--- src/rtl/ds1302_pkg.sv ---
// Shared constants, FSM state type and frame builder for the DS1302 write path.
// Frames are stored in transmit order: bit 0 is the first bit on the wire.
package ds1302_pkg;

    localparam int FRAME_BITS = 16;

    localparam logic [7:0] CMD_WP     = 8'h8E;
    localparam logic [7:0] CMD_SEC_W  = 8'h80;
    localparam logic [7:0] CMD_MIN_W  = 8'h82;
    localparam logic [7:0] CMD_HOUR_W = 8'h84;
    localparam logic [7:0] WP_ON      = 8'h80;
    localparam logic [7:0] WP_OFF     = 8'h00;
    localparam logic [7:0] SEC_ZERO   = 8'h00;

    typedef enum logic [2:0] {
        IDLE  = 3'd0,
        SETUP = 3'd1,
        SHIFT = 3'd2,
        HOLD  = 3'd3,
        GAP   = 3'd4
    } tx_state_e;

    // Command byte goes out first, so it occupies the low byte.
    function automatic logic [FRAME_BITS-1:0] frame_word(
        input logic [2:0] idx,
        input logic [7:0] hour,
        input logic [7:0] min
    );
        case (idx)
            3'd0:    frame_word = {WP_OFF, CMD_WP};
            3'd1:    frame_word = {SEC_ZERO, CMD_SEC_W};
            3'd2:    frame_word = {min, CMD_MIN_W};
            3'd3:    frame_word = {hour, CMD_HOUR_W};
            3'd4:    frame_word = {WP_ON, CMD_WP};
            default: frame_word = {WP_ON, CMD_WP};
        endcase
    endfunction

endpackage

--- src/rtl/ds1302_frame_tx.sv ---
// Sends one 16-bit DS1302 frame LSB first: CE setup, 32 SCLK half-periods,
// hold, then CE-low gap. A new frame may be chained directly at gap end.
module ds1302_frame_tx
    import ds1302_pkg::*;
#(
    parameter int SETUP_TICKS = 2,
    parameter int GAP_TICKS   = 2
) (
    input  logic                  clk,
    input  logic                  rst,
    input  logic                  tick,
    input  logic                  frame_start_i,
    input  logic [FRAME_BITS-1:0] frame_data_i,
    output logic                  ce_o,
    output logic                  sclk_o,
    output logic                  io_out_o,
    output logic                  io_oe_o,
    output logic                  frame_end_o
);

    localparam int CNT_W = 8;
    localparam logic [CNT_W-1:0] SETUP_LAST = CNT_W'(SETUP_TICKS - 1);
    localparam logic [CNT_W-1:0] GAP_LAST   = CNT_W'(GAP_TICKS - 1);

    tx_state_e             state_q;
    logic [FRAME_BITS-1:0] data_q;
    logic [3:0]            bit_q;
    logic                  half_q;
    logic [CNT_W-1:0]      cnt_q;
    logic                  ce_q;
    logic                  sclk_q;
    logic                  io_out_q;
    logic                  io_oe_q;

    assign ce_o     = ce_q;
    assign sclk_o   = sclk_q;
    assign io_out_o = io_out_q;
    assign io_oe_o  = io_oe_q;

    // Strobe on the tick that closes the CE-low gap; lets the sequencer chain the next frame.
    assign frame_end_o = (state_q == GAP) && tick && (cnt_q == GAP_LAST);

    // Frame FSM with registered pin outputs.
    always_ff @(posedge clk) begin
        if (!rst) begin
            state_q  <= IDLE;
            data_q   <= '0;
            bit_q    <= 4'd0;
            half_q   <= 1'b0;
            cnt_q    <= '0;
            ce_q     <= 1'b0;
            sclk_q   <= 1'b0;
            io_out_q <= 1'b0;
            io_oe_q  <= 1'b0;
        end else begin
            case (state_q)
                IDLE: begin
                    if (frame_start_i) begin
                        data_q   <= frame_data_i;
                        cnt_q    <= '0;
                        ce_q     <= 1'b1;
                        io_oe_q  <= 1'b1;
                        sclk_q   <= 1'b0;
                        io_out_q <= frame_data_i[0];
                        state_q  <= SETUP;
                    end
                end
                SETUP: begin
                    if (tick) begin
                        if (cnt_q == SETUP_LAST) begin
                            cnt_q   <= '0;
                            bit_q   <= 4'd0;
                            half_q  <= 1'b0;
                            state_q <= SHIFT;
                        end else begin
                            cnt_q <= cnt_q + 8'd1;
                        end
                    end
                end
                SHIFT: begin
                    if (tick) begin
                        if (!half_q) begin
                            half_q <= 1'b1;
                            sclk_q <= 1'b1;
                        end else begin
                            half_q <= 1'b0;
                            sclk_q <= 1'b0;
                            if (bit_q == 4'd15) begin
                                state_q <= HOLD;
                            end else begin
                                // Data moves on the falling edge, away from the DS1302 sample edge.
                                bit_q    <= bit_q + 4'd1;
                                io_out_q <= data_q[bit_q + 4'd1];
                            end
                        end
                    end
                end
                HOLD: begin
                    if (tick) begin
                        ce_q     <= 1'b0;
                        io_oe_q  <= 1'b0;
                        io_out_q <= 1'b0;
                        cnt_q    <= '0;
                        state_q  <= GAP;
                    end
                end
                GAP: begin
                    if (tick) begin
                        if (cnt_q == GAP_LAST) begin
                            if (frame_start_i) begin
                                data_q   <= frame_data_i;
                                cnt_q    <= '0;
                                ce_q     <= 1'b1;
                                io_oe_q  <= 1'b1;
                                sclk_q   <= 1'b0;
                                io_out_q <= frame_data_i[0];
                                state_q  <= SETUP;
                            end else begin
                                state_q <= IDLE;
                            end
                        end else begin
                            cnt_q <= cnt_q + 8'd1;
                        end
                    end
                end
                default: begin
                    state_q  <= IDLE;
                    ce_q     <= 1'b0;
                    sclk_q   <= 1'b0;
                    io_out_q <= 1'b0;
                    io_oe_q  <= 1'b0;
                end
            endcase
        end
    end

endmodule

--- src/rtl/ds1302_write.sv ---
// DS1302 time writer: latches BCD hour/minute and sends the five-frame
// WP-off / seconds / minute / hour / WP-on sequence.
module ds1302_write
    import ds1302_pkg::*;
#(
    parameter int SETUP_TICKS = 2,
    parameter int GAP_TICKS   = 2
) (
    input  logic       clk,
    input  logic       rst,
    input  logic       tick,
    input  logic       start,
    input  logic [7:0] hourData,
    input  logic [7:0] minData,
    output logic       ce,
    output logic       sclk,
    output logic       io_out,
    output logic       io_oe,
    output logic       busy,
    output logic       done
);

    logic [7:0]            hour_q, hour_d;
    logic [7:0]            min_q, min_d;
    logic [2:0]            idx_q, idx_d;
    logic                  busy_q, busy_d;
    logic                  done_q, done_d;
    logic                  frame_start_s;
    logic                  frame_end_s;
    logic [FRAME_BITS-1:0] frame_data_s;
    logic                  unused_bits_s;

    // 12/24-h flag and the minute MSB are masked off, so those input bits are dropped.
    assign unused_bits_s = ^{hourData[7:6], minData[7]};

    assign busy = busy_q;
    assign done = done_q;

    // Frame content follows the next index so a chained frame loads the right word.
    assign frame_data_s = frame_word(idx_d, hour_d, min_d);

    // Sequencer next-state: latch on accepted start, advance index at each frame end.
    always_comb begin
        hour_d        = hour_q;
        min_d         = min_q;
        idx_d         = idx_q;
        busy_d        = busy_q;
        done_d        = 1'b0;
        frame_start_s = 1'b0;
        if (!busy_q) begin
            if (start) begin
                hour_d        = {2'b00, hourData[5:0]};
                min_d         = {1'b0, minData[6:0]};
                idx_d         = 3'd0;
                busy_d        = 1'b1;
                frame_start_s = 1'b1;
            end else begin
                idx_d = idx_q;
            end
        end else if (frame_end_s) begin
            if (idx_q < 3'd4) begin
                idx_d         = idx_q + 3'd1;
                frame_start_s = 1'b1;
            end else begin
                idx_d  = 3'd0;
                busy_d = 1'b0;
                done_d = 1'b1;
            end
        end else begin
            idx_d = idx_q;
        end
    end

    // Sequencer registers.
    always_ff @(posedge clk) begin
        if (!rst) begin
            hour_q <= 8'h00;
            min_q  <= 8'h00;
            idx_q  <= 3'd0;
            busy_q <= 1'b0;
            done_q <= 1'b0;
        end else begin
            hour_q <= hour_d;
            min_q  <= min_d;
            idx_q  <= idx_d;
            busy_q <= busy_d;
            done_q <= done_d;
        end
    end

    ds1302_frame_tx #(
        .SETUP_TICKS (SETUP_TICKS),
        .GAP_TICKS   (GAP_TICKS)
    ) u_frame_tx (
        .clk           (clk),
        .rst           (rst),
        .tick          (tick),
        .frame_start_i (frame_start_s),
        .frame_data_i  (frame_data_s),
        .ce_o          (ce),
        .sclk_o        (sclk),
        .io_out_o      (io_out),
        .io_oe_o       (io_oe),
        .frame_end_o   (frame_end_s)
    );

endmodule

--- config.mk ---
export PLATFORM = sky130hd
export DESIGN_NAME = ds1302_write
export DESIGN_NICKNAME = d
export VERILOG_FILES = /design/src/rtl/ds1302_pkg.sv /design/src/rtl/ds1302_frame_tx.sv /design/src/rtl/ds1302_write.sv
export SDC_FILE = /design/constraint.sdc
export NUM_CORES = 1
export LEC_CHECK = 0
export CAP_MARGIN = 20
export CORE_MARGIN = 1.5
export CORE_UTILIZATION = 51
export DETAILED_ROUTE_END_ITERATION = 16
export PLACE_DENSITY = 0.75
export SLEW_MARGIN = 10
export SYNTH_ARGS = -nofsm -noshare
export SYNTH_HDL_FRONTEND = slang
export SYNTH_SLANG_ARGS = --single-unit
--- constraint.sdc ---
create_clock -name clk -period 2.1 [get_ports clk]
set_input_delay 0.315 -clock clk [delete_from_list [all_inputs] [get_ports clk]]
set_output_delay 0.315 -clock clk [all_outputs]
set_load 0.005 [all_outputs]
==> key figures <==
Setup path
  • Worst path top cell family by delay: simple AND/OR/NAND/NOR gates
  • CP Depth: 9
  • Crit path capture: u_frame_tx.data_q[12]
  • Worst endpoint required time: approximately 2.3 ns
  • Worst path cell trace: inv_1, ha_1, nor4b_4, buf_4, nand3_1, a221oi_2, buf_4, nor2b_1, o2bb2ai_1
  • Slowest-stage cell, CP: nor2b_1
  • Cell mode on critical path: buf_4
  • Worst setup path start: u_frame_tx.cnt_q[1]
  • CP Class: reg2reg
  • Critical path's largest stage delay: 0.46 ns
  • Reg-to-reg startpoint: u_frame_tx.cnt_q[1]
  • Worst R2R End: u_frame_tx.data_q[12]
  • R2r setup slk: 0.16 ns
  • Crit Path Max Fanout: 9
  • Worst path bufs/invs: 3
  • R2R depth: 9
  • Startpoint Class: register
  • Worst EP arrival: 2.18 ns
  • Critical Path Sink Type: register

Final layout
  • Commonest non-fill, non-tap cell in the layout: dfxtp_1
  • Area growth, synth to finish: 19.8%
  • Util after Layout: 64.1%
  • Ant diodes: 0
  • Fill count: 486
  • Layout cell share with drive strength beyond 1: about 15%
  • Most frequent cells in the layout: 53 x dfxtp_1, 41 x nand2_1, 32 x buf_4
  • Final nets: around 380

Clock tree
  • Clk slew on worst S/H paths: 0.10 ns
  • Total CTS buffers: 5
  • Clock root cell: clkbuf_8
  • Clock Path Buffers: 2
  • Post-CTS setup buffers: 0
  • H-tree depth: 2
  • Clock latency at the later pin of the worst-skew pair: 0.31 ns
  • TritonCTS clock tree: done
  • CTS resizes: 0
  • CTS Hold Bufs: 0
  • Clk sinks: 53

Power
  • Pleak: 1.31 nW
  • Power per cell area: between 500 and 600 nW/um^2
  • IR drop worst, VDD: 0.000483 V

Synth
  • Syn Inst Count: 314
  • Ys async rst share: 0%
  • Post-synth top flop: dfxtp_1
  • Mean post-synth cell area: 8.76 um^2
  • #FFs+latches synth: 53
  • Seq/Total Area, Yosys: 38.6%
  • Number of library cell types mapped by synthesis: 56
  • Syn nets: 338
  • Yosys warning count: 0
  • Post-synth EDFFs: 0
  • Syn Std Cell Area: 2750 um^2

Global route
  • GRT overflow: 0
  • Antenna violations before repair: 0
  • Pin count of the biggest net entering global routing: 23
  • Gr usage total: 21.9%
  • Vias in the first global route: 2335
  • First-pass GRT wire length: approximately 10000 um

Outcome
  • Status: finished clean

Hold path
  • Hold Path Cell Cnt: 2
  • Hold wc startpoint: u_frame_tx.ce_o
  • Hold Path Class: reg2reg

Route
  • Final WL: 5730 um
  • Post-DRT Antenna Nets: 0
  • Routed via count: 2359
  • Detailed Route Iter0 Violations: 173
  • DRC Markers: 0
  • DR WL/cell: about 13 um
  • Via density: 5.55
  • Drt first pass iters: 4

Placed design
  • DP HPWL: 4140 um
  • GPL Wtd Cong: 0.871
  • Port Buffers: 22
  • Post-Place Worst Slack: -0.0653 ns

Floorplan
  • Starting Density: 53.5%
  • Die Width: around 76 um
  • Ports: 26
  • Core Region: 5140 um^2
  • Die area: around 5800 um^2
  • Rows: 26
  • Die H: 76.5 um

Timing
  • Final period util: 92.3%
  • Setup ws final: 0.163 ns
  • Achievable Freq: 0.516 GHz
  • Period minus WS final: 1.94 ns
  • Clock skew: 0.00662 ns
  • Hold Fails Final Rpt: 0
  • Final setup viols: 0
  • RSZ-0062 raised after global routing: no
  • Slew HR: around three fifths
  • Slew @ Worst Pin: approximately 0.57 ns
  • Number of max-slew violations in the final report: 0

Flow run
  • Max cap viols: 0
## layout make-up
cell class                 count  area, um^2  share of cell area [%]
inverter                      12        45.0                    1.37
clock inverter                 2        16.3                   0.493
sequential                    53        1060                    32.2
tap                           70        87.6                    2.66
clock buffer                   5        68.8                    2.09
timing repair buffer          54         460                    14.0
multi-input combinational    229        1560                    47.2
## per-layer routing
metal  GRT usage [%]  vias to the layer above  wire, um
met1            30.2                     1105      2980
met3            4.31                        6       148
met2            33.2                       37      2510
met4            9.26                        0        84
li1                -                     1211         -
met5               0                        -         0
## cells by family after synthesis
group / after synthesis / synth area share, %
AND/OR/NAND/NOR: 125 / 25.2
AO/OA/AOI/OAI: 83 / 22.7
flip-flops: 53 / 38.6
buffers and inverters: 32 / 4.82
multiplexers: 13 / 5.64
XOR/XNOR: 4 / 1.27
adder cells (fa/ha/maj): 4 / 1.82
## worst reg2reg max path, cell delays in order (launching register included)
cell and delay, ns:
dfxtp_1 0.34, inv_1 0.04, ha_1 0.18, nor4b_4 0.13
buf_4 0.17, nand3_1 0.12, a221oi_2 0.07, buf_4 0.18
nor2b_1 0.47, o2bb2ai_1 0.18
## synthesized netlist by cell type (2+ instances only)
master	n	area, um^2
o221a_2	2	22.5
mux4_2	2	45.0
and2_0	2	12.5
and3_1	7	43.8
nor2_1	14	52.6
nor3b_1	2	15.0
a211oi_1	2	15.0
xnor2_1	3	26.3
nor3_1	6	30.0
nand4_1	2	12.5
a31oi_1	6	37.5
a22oi_1	3	22.5
buf_2	4	20.0
o21a_1	4	30.0
a221oi_2	2	30.0
o21ai_0	11	55.1
nand3b_1	3	22.5
mux2i_1	11	110
o22ai_1	5	31.3
nand2b_1	10	62.6
inv_1	12	45.0
nand2_1	41	154
clkbuf_1	12	45.0
buf_1	3	11.3
ha_1	4	50.1
nand3_1	13	65.1
a32oi_2	2	32.5
a21boi_0	13	97.6
o221a_1	2	22.5
a21oi_1	13	65.1
and4_1	2	17.5
o2bb2ai_1	8	70.1
dfxtp_1	53	1060
nor2b_1	13	81.3
## registers in the layout (all words and copies together) (netlist names)
register             cells
u_frame_tx.data_q       12
hour_q                   8
min_q                    8
u_frame_tx.cnt_q         8
u_frame_tx.bit_q         4
idx_q                    3
u_frame_tx.state_q       3
busy                     1
done                     1
u_frame_tx.ce_o          1
u_frame_tx.half_q        1
u_frame_tx.io_oe_o       1
u_frame_tx.io_out_o      1
u_frame_tx.sclk_o        1
## per-stage QoR
| stage | instance area, um^2 | power, mW | hold WS [ns] | TNS (ns) | instances |
|---|---|---|---|---|---|
| after CTS | 3300 | 1.92 | 0.457 | 0 | 425 |
| after global placement | 3210 | 1.34 | 0.435 | -0.0474 | 418 |
| after detailed placement | 3210 | 1.35 | 0.443 | -0.446 | 418 |
| after global routing | 3300 | 1.99 | 0.472 | 0 | 425 |
| final | 3300 | 1.89 | 0.452 | 0 | 425 |
| after floorplan | 2750 | 1.24 | 0.427 | 0 | 314 |
## worst min-delay path by stage
stage	to
after global routing	u_frame_tx.ce_o
after global placement	u_frame_tx.ce_o
final	u_frame_tx.ce_o
after CTS	u_frame_tx.ce_o
after detailed placement	u_frame_tx.ce_o
after floorplan	u_frame_tx.data_q[8]
## power by group
part / total (mW) / internal (mW) / switching [mW] / leakage (nW)
Clock: 0.568 / 0.231 / 0.338 / 0.0402
Sequential: 1.06 / 1.04 / 0.0198 / 0.431
Combinational: 0.267 / 0.132 / 0.135 / 0.842
Total: 1.89 / 1.40 / 0.493 / 1.31
(Power assumes the default switching activity.)
